$ cat src/rtl/seg_scan_driver.sv
`default_nettype none
// ============================================================================
// Module   : seg_scan_driver
// Purpose  : Time-multiplexes DIGITS 7-segment patterns onto one shared
//            segment bus with per-digit anodes, frame snapshot, dead time,
//            per-digit enable mask and whole-display blink.
// Revision : 1.0 - initial release
// ============================================================================
module seg_scan_driver #(
    parameter int DIGITS       = 8,
    parameter int SCAN_DIV     = 1024,
    parameter int BLANK_CYCLES = 16,
    parameter int BLINK_FRAMES = 32
) (
    input  logic                  clk_i,
    input  logic                  rst_i,
    input  logic [8*DIGITS-1:0]   segs_i,
    input  logic [DIGITS-1:0]     en_mask_i,
    input  logic                  blink_i,
    output logic [7:0]            seg_o,
    output logic [DIGITS-1:0]     an_o,
    output logic                  frame_o
);

    localparam int DIV_W = (SCAN_DIV > 1) ? $clog2(SCAN_DIV) : 1;
    localparam int DIG_W = (DIGITS > 1) ? $clog2(DIGITS) : 1;
    localparam int FRM_W = (BLINK_FRAMES > 1) ? $clog2(BLINK_FRAMES) : 1;

    localparam logic [DIV_W-1:0]  c_div_last = DIV_W'(SCAN_DIV - 1);
    localparam logic [DIG_W-1:0]  c_dig_last = DIG_W'(DIGITS - 1);
    localparam logic [FRM_W-1:0]  c_frm_last = FRM_W'(BLINK_FRAMES - 1);
    localparam logic [DIV_W-1:0]  c_blank    = DIV_W'(BLANK_CYCLES);
    localparam logic [DIGITS-1:0] c_one      = DIGITS'(1);

    logic [DIV_W-1:0]    r_div_cnt;
    logic [DIG_W-1:0]    r_digit;
    logic [FRM_W-1:0]    r_frame_cnt;
    logic                r_blink_phase;
    logic [8*DIGITS-1:0] r_snap;

    logic       w_div_wrap;
    logic       w_dig_wrap;
    logic       w_frm_wrap;
    logic       w_frame_start;
    logic       w_visible;
    logic       w_lit;
    logic [7:0] w_seg_sel;

    assign w_div_wrap    = (r_div_cnt == c_div_last);
    assign w_dig_wrap    = (r_digit == c_dig_last);
    assign w_frm_wrap    = (r_frame_cnt == c_frm_last);
    assign w_frame_start = (r_digit == '0) && (r_div_cnt == '0);

    always_ff @(posedge clk_i or negedge rst_i) begin
        if (!rst_i) begin
            r_div_cnt     <= '0;
            r_digit       <= '0;
            r_frame_cnt   <= '0;
            r_blink_phase <= 1'b0;
            r_snap        <= '1;
        end else begin
            // Capture lands inside digit 0's blank window, so no frame tears.
            if (w_frame_start) begin
                r_snap <= segs_i;
            end
            if (w_div_wrap) begin
                r_div_cnt <= '0;
                if (w_dig_wrap) begin
                    r_digit <= '0;
                    if (w_frm_wrap) begin
                        r_frame_cnt   <= '0;
                        r_blink_phase <= ~r_blink_phase;
                    end else begin
                        r_frame_cnt <= r_frame_cnt + 1'b1;
                    end
                end else begin
                    r_digit <= r_digit + 1'b1;
                end
            end else begin
                r_div_cnt <= r_div_cnt + 1'b1;
            end
        end
    end

    // Mask and blink gate the outputs only; rst_i blanks them with no clock.
    assign w_seg_sel = r_snap[{r_digit, 3'b000} +: 8];
    assign w_visible = en_mask_i[r_digit] && !(blink_i && r_blink_phase);
    assign w_lit     = rst_i && w_visible && (r_div_cnt >= c_blank);

    assign seg_o   = w_lit ? w_seg_sel : 8'hFF;
    assign an_o    = w_lit ? ~(c_one << r_digit) : '1;
    assign frame_o = rst_i && w_frame_start;

endmodule
`default_nettype wire

$ cat config.mk
export PLATFORM = sky130hd
export DESIGN_NAME = seg_scan_driver
export DESIGN_NICKNAME = d
export VERILOG_FILES = /design/src/rtl/seg_scan_driver.sv
export SDC_FILE = /design/constraint.sdc
export NUM_CORES = 1
export LEC_CHECK = 0
export ABC_AREA = 0
export BUFFER_PORTS_ARGS = -buffer_cell sky130_fd_sc_hd__buf_2
export CAP_MARGIN = 20
export CORE_MARGIN = 2
export CORE_UTILIZATION = 54
export CTS_CLUSTER_SIZE = 16
export DETAILED_ROUTE_END_ITERATION = 6
export PLACE_DENSITY = 0.8
export SYNTH_ARGS = -nofsm -noshare
export SYNTH_HDL_FRONTEND = slang
export SYNTH_SLANG_ARGS = --single-unit
$ cat constraint.sdc
create_clock -name clk_i -period 2.63 [get_ports clk_i]
set_input_delay 0.1315 -clock clk_i [delete_from_list [all_inputs] [get_ports clk_i]]
set_output_delay 0.1315 -clock clk_i [all_outputs]
set_load 0.01 [all_outputs]
==> results of run 1 <==
-- report_power, final --
part / internal (mW) / total, mW / switching, mW
clock network: 0.336 / 0.775 / 0.439
registers: 1.37 / 1.39 / 0.0246
logic: 0.127 / 0.210 / 0.0829
-- critical path, delay by kind of cell (launching register included) --
| family | cells | cell delay [ns] |
|---|---|---|
| and+or+nand+nor | 3 | 0.78 |
| DFF | 1 | 0.61 |
| buffers and inverters | 3 | 0.50 |
-- sequential cells by signal, indices dropped and copies added, names as in the netlist --
register,flops
r_div_cnt,10
r_blink_phase,1
r_snap,64
r_digit,3
r_frame_cnt,5
-- worst max-delay path by stage --
stage | slack (ns) | to | cells after the start | startpoint
2_1_floorplan | 0.61 | r_snap[23]$_DFFE_PN1P_ | 9 | r_digit[1]$_DFFE_PN0N_
3_3_place_gp | 0.66 | r_frame_cnt[3]$_DFFE_PN0P_ | 6 | r_digit[1]$_DFFE_PN0N_
3_5_place_dp | 0.59 | r_snap[17]$_DFFE_PN1P_ | 6 | r_digit[1]$_DFFE_PN0N_
4_1_cts | 0.26 | seg_o[0] | 6 | r_digit[2]$_DFFE_PN0N_
5_1_grt | 0.07 | seg_o[0] | 6 | r_digit[2]$_DFFE_PN0N_
6_report | 0.25 | seg_o[0] | 6 | r_digit[2]$_DFFE_PN0N_
-- cell type report --
type,instances,area [um2],area share [%]
clock inverters,6,33.78,0.6603
clock buffers,10,127.6,2.494
well taps,99,123.9,2.421
repair buffers,129,853.3,16.68
inverters,7,26.28,0.5136
flip-flops and latches,83,2157,42.16
multi-input cells,192,1794,35.07
-- kinds of logic after synthesis --
group,synth area share (%)
mux,28.02
flops,52.85
simple gates,9.105
buf+inv,3.341
compound gates,1.901
fa+ha+maj,3.066
xor+xnor,1.717
-- cell usage after synthesis --
cell type | n | area share (%)
xor2_1 | 5 | 1.1
mux2_2 | 17 | 4.7
ha_1 | 10 | 3.1
buf_4 | 1 | 0.18
and3_1 | 2 | 0.31
nor2_1 | 9 | 0.83
a21oi_1 | 1 | 0.12
buf_6 | 5 | 1.4
dfstp_2 | 64 | 41
buf_2 | 7 | 0.86
xnor2_1 | 3 | 0.64
mux2_1 | 49 | 14
or2_1 | 1 | 0.15
a22oi_1 | 1 | 0.18
inv_1 | 7 | 0.64
nand2_1 | 30 | 2.8
nand4_1 | 3 | 0.46
nand3_1 | 18 | 2.2
mux4_2 | 16 | 8.8
a221oi_1 | 1 | 0.21
nor3_2 | 1 | 0.25
and4_1 | 5 | 1.1
o211ai_1 | 1 | 0.18
o31ai_1 | 1 | 0.18
nand2b_1 | 1 | 0.15
mux2i_1 | 4 | 0.98
clkbuf_1 | 3 | 0.28
o21ai_0 | 7 | 0.86
and2_1 | 2 | 0.31
a31oi_1 | 1 | 0.15
nor2b_1 | 2 | 0.31
dfrtp_1 | 19 | 12
nor4_2 | 1 | 0.31
-- stage by stage --
stage | hold slack (ns) | instance area [um2] | instances | util [%]
6_report | 0.008679 | 5116 | 526 | 70.16
3_3_place_gp | 0.3494 | 4617 | 478 | 63.32
5_1_grt | 0.002217 | 5116 | 526 | 70.16
3_5_place_dp | 0.3535 | 4617 | 478 | 63.32
2_1_floorplan | -0.1641 | 4081 | 298 | -
4_1_cts | 0.0005629 | 5049 | 521 | 69.23
-- per-layer routing --
metal  global-route usage, %  routed length [um]  up-vias  share of wire [%]
met4                   8.838                 176        0                2.0
li1                        -                   -     1312                  -
met2                   38.21                4455      105                 51
met3                   3.983                 476       15                5.5
met5                       0                   0        -                  0
met1                   28.35                3571     1416                 41
-- repair_timing --
item | in CTS | in global routing
hold endpoints to repair | 27 | 24
gates resized for setup | 0 | 0
endpoints found under the setup margin | 0 | 0
hold buffers | 27 | 4
==> flow_summary.toml, run 1 <==
[placed_design]
hpwl_mm = 5.948
port_buffers = 91
pre_cts_ws_ns = 0.5872
gp_congestion = 0.8192

[finish]
final_cell_mix = "90 x buf_2, 64 x dfstp_2, 49 x mux2_1"
diodes = 0
nFillCells = 536
layout-drive-gt1-share_pct = 49.65
nets = 507
final_common_cell = "buf_2"
areaGrowthSynthToFinish_pct = 25.35

[cts]
cts_tree = "built"
htreeDepth = 3
cts_root_buffer = "clkbuf_8"
cts_sinks = 83
cts_buffers = 9
clk_latency_ns = 0.35
ctsLongestPathBuffers = 2
path_clk_slew_ns = 0.08
post_cts_buffers = 0

[sta]
worst_pin_slew_ns = 0.4659
timing_hold_violations_final = 0
fin_skew_ns = 0.006064
max_slew_margin_pct = 68.94
period_needed_ns = 2.384
rsz0062_at_grt = "false"
max_freq_ghz = 0.4195
finalSetupViolations = 0
drv_slew = 0
setup-tns-final_ns = 0
fin_crit_sh_pct = 90.63
timing.final.ws_setup_ns = 0.2464

[setup_path]
crit-reg2reg-launch = "r_digit[1]$_DFFE_PN0N_"
cp_cell_sequence = "inv_1 > buf_4 > nand3_1 > and4_1 > nand3_1 > buf_2"
required_ns = 2.50
max_stage_delay_ns = 0.61
rrSetupSlack_ns = 0.55
r2r-end = "r_frame_cnt[2]$_DFFE_PN0P_"
worstSetupPathType = "flip-flop to output pin"
crit_path_end_kind = "output pin"
critPathSlowestCell = "dfrtp_1"
crit_arrival_ns = 2.25
start_kind = "flip-flop"
path_common_cell = "nand3_1"
crit_fanout = 15
ff2ff_path_depth = 6

[routing]
via_per_inst = 5.414
ant_nets = 0
wl_per_cell_um = 16.50
num_vias = 2848
dr.first_iter.drc_count = 140
drc = 0
drt_wl_total_mm = 8.679
drtPass1Iterations = 4

[global_route]
grt_pass1_vias = 2961
grt_first_pass_wirelength_mm = 14.35
grt_max_degree = 85
grt_usage_pct = 22.36
grt_antenna_before_repair = 0
globalRoute.totalOverflow = 0

[worst_hold_path]
whs_path_depth = 2
worstHoldEndpoint = "r_snap[60]$_DFFE_PN1P_"
min_from = "segs_i[60]"
hp-class = "primary input to flip-flop"

[pwr]
p_leak_nw = 2.130
p_total_mw = 2.375
ir_drop_v = 0.0003058
power_density_nw_per_um2 = 464.2

[synth]
ys_warn_count = 0
synth.cell_area_um2 = 4081
seq_area_frac_synth_pct = 52.85
synthCells = 298
synth_cell_types = 33
synth.ff_latch_count = 83
syn-num-nets = 383
synthesis.area_per_instance_um2 = 13.70

[floorplanning]
die_height_um = 90.94
dieArea_um2 = 8269
die_x_um = 90.94
row_count = 31
core_area_um2 = 7292
start_util_pct = 55.97
io-pin-count = 92

[run_status]
status = "complete, no violations"

[job]
max_cap_viol_count = 0
(Power assumes the default switching activity.)
==> run 2, diff against run 1 <==
--- a/config.mk
+++ b/config.mk
@@ -9,10 +9,10 @@
 export BUFFER_PORTS_ARGS = -buffer_cell sky130_fd_sc_hd__buf_2
 export CAP_MARGIN = 20
 export CORE_MARGIN = 2
-export CORE_UTILIZATION = 54
+export CORE_UTILIZATION = 25
 export CTS_CLUSTER_SIZE = 16
 export DETAILED_ROUTE_END_ITERATION = 6
-export PLACE_DENSITY = 0.8
+export PLACE_DENSITY = 0.43
 export SYNTH_ARGS = -nofsm -noshare
 export SYNTH_HDL_FRONTEND = slang
 export SYNTH_SLANG_ARGS = --single-unit
==> constraint.sdc (replaced) <==
create_clock -name clk_i -period 2.3 [get_ports clk_i]
set_input_delay 0.115 -clock clk_i [delete_from_list [all_inputs] [get_ports clk_i]]
set_output_delay 0.115 -clock clk_i [all_outputs]
set_load 0.01 [all_outputs]
==> run 2 against run 1 <==
Total power grew 45%. Via count up 0.70%. First-iteration DRC count down 44%. Utilization shrank 34 points. Highest routed layer unchanged. Sequential power rose by 14%. Count of clock-buffer cells in the layout stayed put. Die area grew 110%. Sequential share of layout area down 4.5 points. Flip-flop and latch count unchanged. Combinational power increased by 27%. Clock skew grew 0.0035 ns.
==> flow_summary.toml, run 2 (same netlist as run 1, synthesis figures left out) <==
[floorplanning]
core_area_um2 = 15940
dieArea_um2 = 17360
row_count = 46
die_height_um = 131.8
die_x_um = 131.8
io-pin-count = 92
start_util_pct = 25.60

[setup_path]
crit-reg2reg-launch = "r_digit[1]$_DFFE_PN0N_"
ff2ff_path_depth = 7
worstSetupPathType = "flip-flop to output pin"
r2r-end = "r_snap[0]$_DFFE_PN1P_"
crit_path_end_kind = "output pin"
start_kind = "flip-flop"
crit_arrival_ns = 2.03
rrSetupSlack_ns = 0.17
crit_fanout = 10
required_ns = 2.18

[cts]
path_clk_slew_ns = 0.06
cts_tree = "built"
cts_root_buffer = "clkbuf_16"
cts_buffers = 9
clk_latency_ns = 0.35
cts_sinks = 83
ctsLongestPathBuffers = 2
htreeDepth = 3

[sta]
fin_skew_ns = 0.009537
drv_slew = 0
finalSetupViolations = 0
setup-tns-final_ns = 0
max_slew_margin_pct = 55.96
worst_pin_slew_ns = 0.6606
rsz0062_at_grt = "false"
max_freq_ghz = 0.4654
timing_hold_violations_final = 0
period_needed_ns = 2.149
fin_crit_sh_pct = 93.43

[worst_hold_path]
whs_path_depth = 2
worstHoldEndpoint = "r_snap[31]$_DFFE_PN1P_"
hp-class = "primary input to flip-flop"
min_from = "segs_i[31]"

[global_route]
grt_max_degree = 50
grt_first_pass_wirelength_mm = 16.83
grt_usage_pct = 12.71
globalRoute.totalOverflow = 0
grt_antenna_before_repair = 0
grt_pass1_vias = 3098

[finish]
final_cell_mix = "90 x buf_2, 64 x dfstp_2, 53 x dlygate4sd3_1"
largestRegisters = "r_snap (64), r_div_cnt (10), r_frame_cnt (5)"
layout-drive-gt1-share_pct = 49.23
finalNonFillerCells = 673
nets = 537
largest-register = "r_snap"
largest_register_ffs = 64
diodes = 0
final_common_cell = "buf_2"
areaGrowthSynthToFinish_pct = 40.53

[routing]
wl_per_cell_um = 15.37
drc = 0
ant_nets = 0
dr.first_iter.drc_count = 79
drtPass1Iterations = 4
via_per_inst = 4.262
num_vias = 2868
drt_wl_total_mm = 10.35

[pwr]
p_leak_nw = 2.337
power_density_nw_per_um2 = 598.8
ir_drop_v = 0.0004500
p_total_mw = 3.435

[run_status]
status = "complete, no violations"

[placed_design]
gp_congestion = 0.7052
port_buffers = 91
hpwl_mm = 7.000
dp_cells = 600

[job]
max_cap_viol_count = 0
run 2: worst max path at each step:
stage | startpoint | end | slack, ns | depth (start not counted)
global route | r_digit[0]$_DFFE_PN0N_ | seg_o[7] | 0.01 | 5
CTS | r_digit[1]$_DFFE_PN0N_ | frame_o | 0.02 | 7
global placement | r_digit[1]$_DFFE_PN0N_ | r_frame_cnt[3]$_DFFE_PN0P_ | 0.29 | 6
finish | r_digit[0]$_DFFE_PN0N_ | seg_o[7] | 0.15 | 5
floorplan | r_digit[1]$_DFFE_PN0N_ | r_snap[23]$_DFFE_PN1P_ | 0.28 | 9
detailed placement | r_div_cnt[4]$_DFF_PN0_ | r_snap[13]$_DFFE_PN1P_ | 0.29 | 5
run 2: cell type report:
cell class	instances	area [um2]
clock buffers	10	239.0
clock inverters	6	87.58
well taps	216	270.3
multi-input cells	192	1797
fillers	1610	10210
flip-flops and latches	83	2160
inverters	7	26.28
repair buffers	159	1156
run 2: power breakdown:
part	internal, mW	leakage [nW]	switching, mW	total [mW]
Sequential	1.56	0.921	0.0269	1.59
Clock	0.981	0.159	0.598	1.58
Combinational	0.168	1.26	0.0981	0.266
run 2: per-layer routing:
layer | share of wire (%) | global-route usage [%] | routed length, um | vias up
li1 | - | - | - | 1375
met1 | 46 | 16.61 | 4744 | 1417
met2 | 48 | 20.07 | 4914 | 63
met3 | 4.9 | 3.345 | 507 | 13
met4 | 1.7 | 5.254 | 178 | 0
met5 | 0 | 0 | 0 | -
run 2: worst max-delay path: stages (launching register included):
cell	delay [ns]
dfrtp_2	0.46
buf_4	0.29
mux4_2	0.53
nand2_1	0.15
nand3_1	0.10
buf_2	0.15
run 2: metrics by stage:
step	instance area, um2	setup WS [ns]	hold WS, ns	utilization (%)
finish	5736	0.1511	0.007047	35.98
CTS	5692	0.01603	0.0006432	35.70
global route	5736	0.01235	0.0006753	35.98
global placement	4802	0.2879	0.3340	30.12
floorplan	4081	0.2799	-0.1806	-
detailed placement	4802	0.2922	0.3366	30.12
run 2: repair_timing:
item	4_1_cts	5_1_grt
gates cloned	1	1
hold endpoints to repair	53	0
resized for setup	0	3
setup endpoints to repair	1	1
hold buffers	53	0
pin swaps	0	1
buffers inserted	0	2
==> run 3, diff against run 2 <==
--- a/config.mk
+++ b/config.mk
@@ -8,6 +8,7 @@
 export ABC_AREA = 0
 export BUFFER_PORTS_ARGS = -buffer_cell sky130_fd_sc_hd__buf_2
 export CAP_MARGIN = 20
+export CORE_ASPECT_RATIO = 1.5
 export CORE_MARGIN = 2
 export CORE_UTILIZATION = 25
 export CTS_CLUSTER_SIZE = 16
==> run 3 against run 2 <==
Clock skew shrank 0.0036 ns. Via count is 3.3% lower. Worst hold slack better by 0.0042 ns. First-iteration DRC count grew 3.8%. Maximum frequency down 1.1%. Critical path depth is 2 higher. Flip-flop and latch count did not move. Combinational power down 12%. Largest cell class unchanged. Highest routed layer unchanged.
==> flow_summary.toml, run 3 (same netlist as run 1, synthesis figures left out) <==
[setup_path]
max_stage_delay_ns = 0.50
critPathSlowestCell = "dfrtp_1"
required_ns = 2.18
crit_path_end_kind = "output pin"
start_kind = "flip-flop"
crit_fanout = 19
crit_arrival_ns = 2.06
worstSetupPathType = "flip-flop to output pin"
critPathBufInv = 3
cp_cell_sequence = "inv_1 > ha_1 > nand4_1 > nor3_4 > buf_12 > and2_1 > buf_2"
critPathTopFamily = "simple AND/OR/NAND/NOR gates"

[placed_design]
place_area_um2 = 4793
hpwl_mm = 7.239
gp_congestion = 0.7590
port_buffers = 91

[cts]
cts_buffers = 9
cts_root_buffer = "clkbuf_16"
path_clk_slew_ns = 0.06
htreeDepth = 3
cts_sinks = 83
ctsLongestPathBuffers = 2
cts_tree = "built"
clk_latency_ns = 0.33

[global_route]
grt_first_pass_wirelength_mm = 15.50
globalRoute.totalOverflow = 0
grt_pass1_vias = 2907
grt_usage_pct = 11.86
grt_antenna_before_repair = 0
grt_max_degree = 65

[floorplanning]
row_count = 57
dieArea_um2 = 17390
die_height_um = 160.5
core_area_um2 = 16120
start_util_pct = 25.32
die_x_um = 108.3
io-pin-count = 92

[sta]
worst_pin_slew_ns = 0.8806
fin_skew_ns = 0.005910
period_needed_ns = 2.173
timing_hold_violations_final = 0
setup-tns-final_ns = 0
rsz0062_at_grt = "false"
finalSetupViolations = 0
max_slew_margin_pct = 41.10
drv_slew = 0
max_freq_ghz = 0.4602
fin_crit_sh_pct = 94.47

[job]
max_cap_viol_count = 0

[routing]
ant_nets = 0
dr.first_iter.drc_count = 82
drc = 0
drtPass1Iterations = 4
wl_per_cell_um = 15.68
drt_wl_total_mm = 9.943
num_vias = 2773
via_per_inst = 4.374

[finish]
design_area_um2 = 5414
diodes = 0
largest_register_ffs = 64
nFillCells = 1667
layout-drive-gt1-share_pct = 50.93
areaGrowthSynthToFinish_pct = 32.65
final_common_cell = "buf_2"
largest-register = "r_snap"
nets = 509
final_cell_mix = "90 x buf_2, 64 x dfstp_2, 49 x mux2_1"
largestRegisters = "r_snap (64), r_div_cnt (10), r_frame_cnt (5)"

[pwr]
ir_drop_v = 0.0003598
p_total_mw = 3.290
power_density_nw_per_um2 = 607.8
p_leak_nw = 2.206

[run_status]
status = "complete, no violations"

[worst_hold_path]
hp-class = "primary input to flip-flop"
run 3: cell count changes in the layout (fill, tap and decap cells not counted), sizes merged:
cell / change
buf: -2
bufbuf: -1
bufinv: -1
clkbuf: +1
clkinv: -1
dlygate4sd3: -25
run 3: worst paths after layout:
path	startpoint	endpoint	slack, ns	depth (start not counted)
worst max-delay path	r_digit[1]$_DFFE_PN0N_	frame_o	0.13	7
worst min-delay path	segs_i[24]	r_snap[24]$_DFFE_PN1P_	0.01	2
worst max register to register	r_digit[1]$_DFFE_PN0N_	r_snap[36]$_DFFE_PN1P_	0.21	7
worst min register to register	r_blink_phase$_DFFE_PN0P_	r_blink_phase$_DFFE_PN0P_	0.48	1
max in group asynchronous	rst_i	r_snap[11]$_DFFE_PN1P_	1.37	2
min in group asynchronous	rst_i	r_digit[1]$_DFFE_PN0N_	0.02	2
run 3: repair_timing:
action | in CTS | in global routing
resized for setup | 1 | 2
pin swaps | 0 | 1
endpoints found under the setup margin | 7 | 7
hold endpoints to repair | 46 | 0
hold buffers | 28 | 0
gates cloned | 0 | 1
buffers inserted | 0 | 1
run 3: cell type report:
class                      count  area (um2)  area share (%)
inverter                       7       26.28          0.4853
timing repair buffer         131       874.6           16.15
clock inverter                 4       48.80          0.9013
multi-input combinational    192        1797           33.19
tap                          206       257.7           4.761
clock buffer                  11       252.7           4.668
sequential                    83        2157           39.84
run 3: stage by stage:
step                      setup slack, ns  util [%]  std cells  hold slack [ns]
after CTS                         0.01003     33.36        632         0.001058
after global routing            0.0007960     33.59        634         0.002639
after detailed placement           0.2702     29.74        589           0.2677
final                              0.1272     33.59        634          0.01128
after floorplan                    0.2799         -        298          -0.1806
after global placement             0.2843     29.74        589           0.2641
run 3: power breakdown:
group | internal (mW) | leakage, nW | switching, mW | total [mW]
registers | 1.56 | 0.924 | 0.0259 | 1.59
clock network | 0.893 | 0.148 | 0.573 | 1.47
logic | 0.138 | 1.13 | 0.0970 | 0.235
run 3: metal layers:
layer	global-route usage (%)	vias up	wire, um
li1	-	1313	-
met1	15.07	1390	4328
met2	19.84	64	5032
met3	2.273	6	444
met4	4.429	0	138
met5	0	-	0
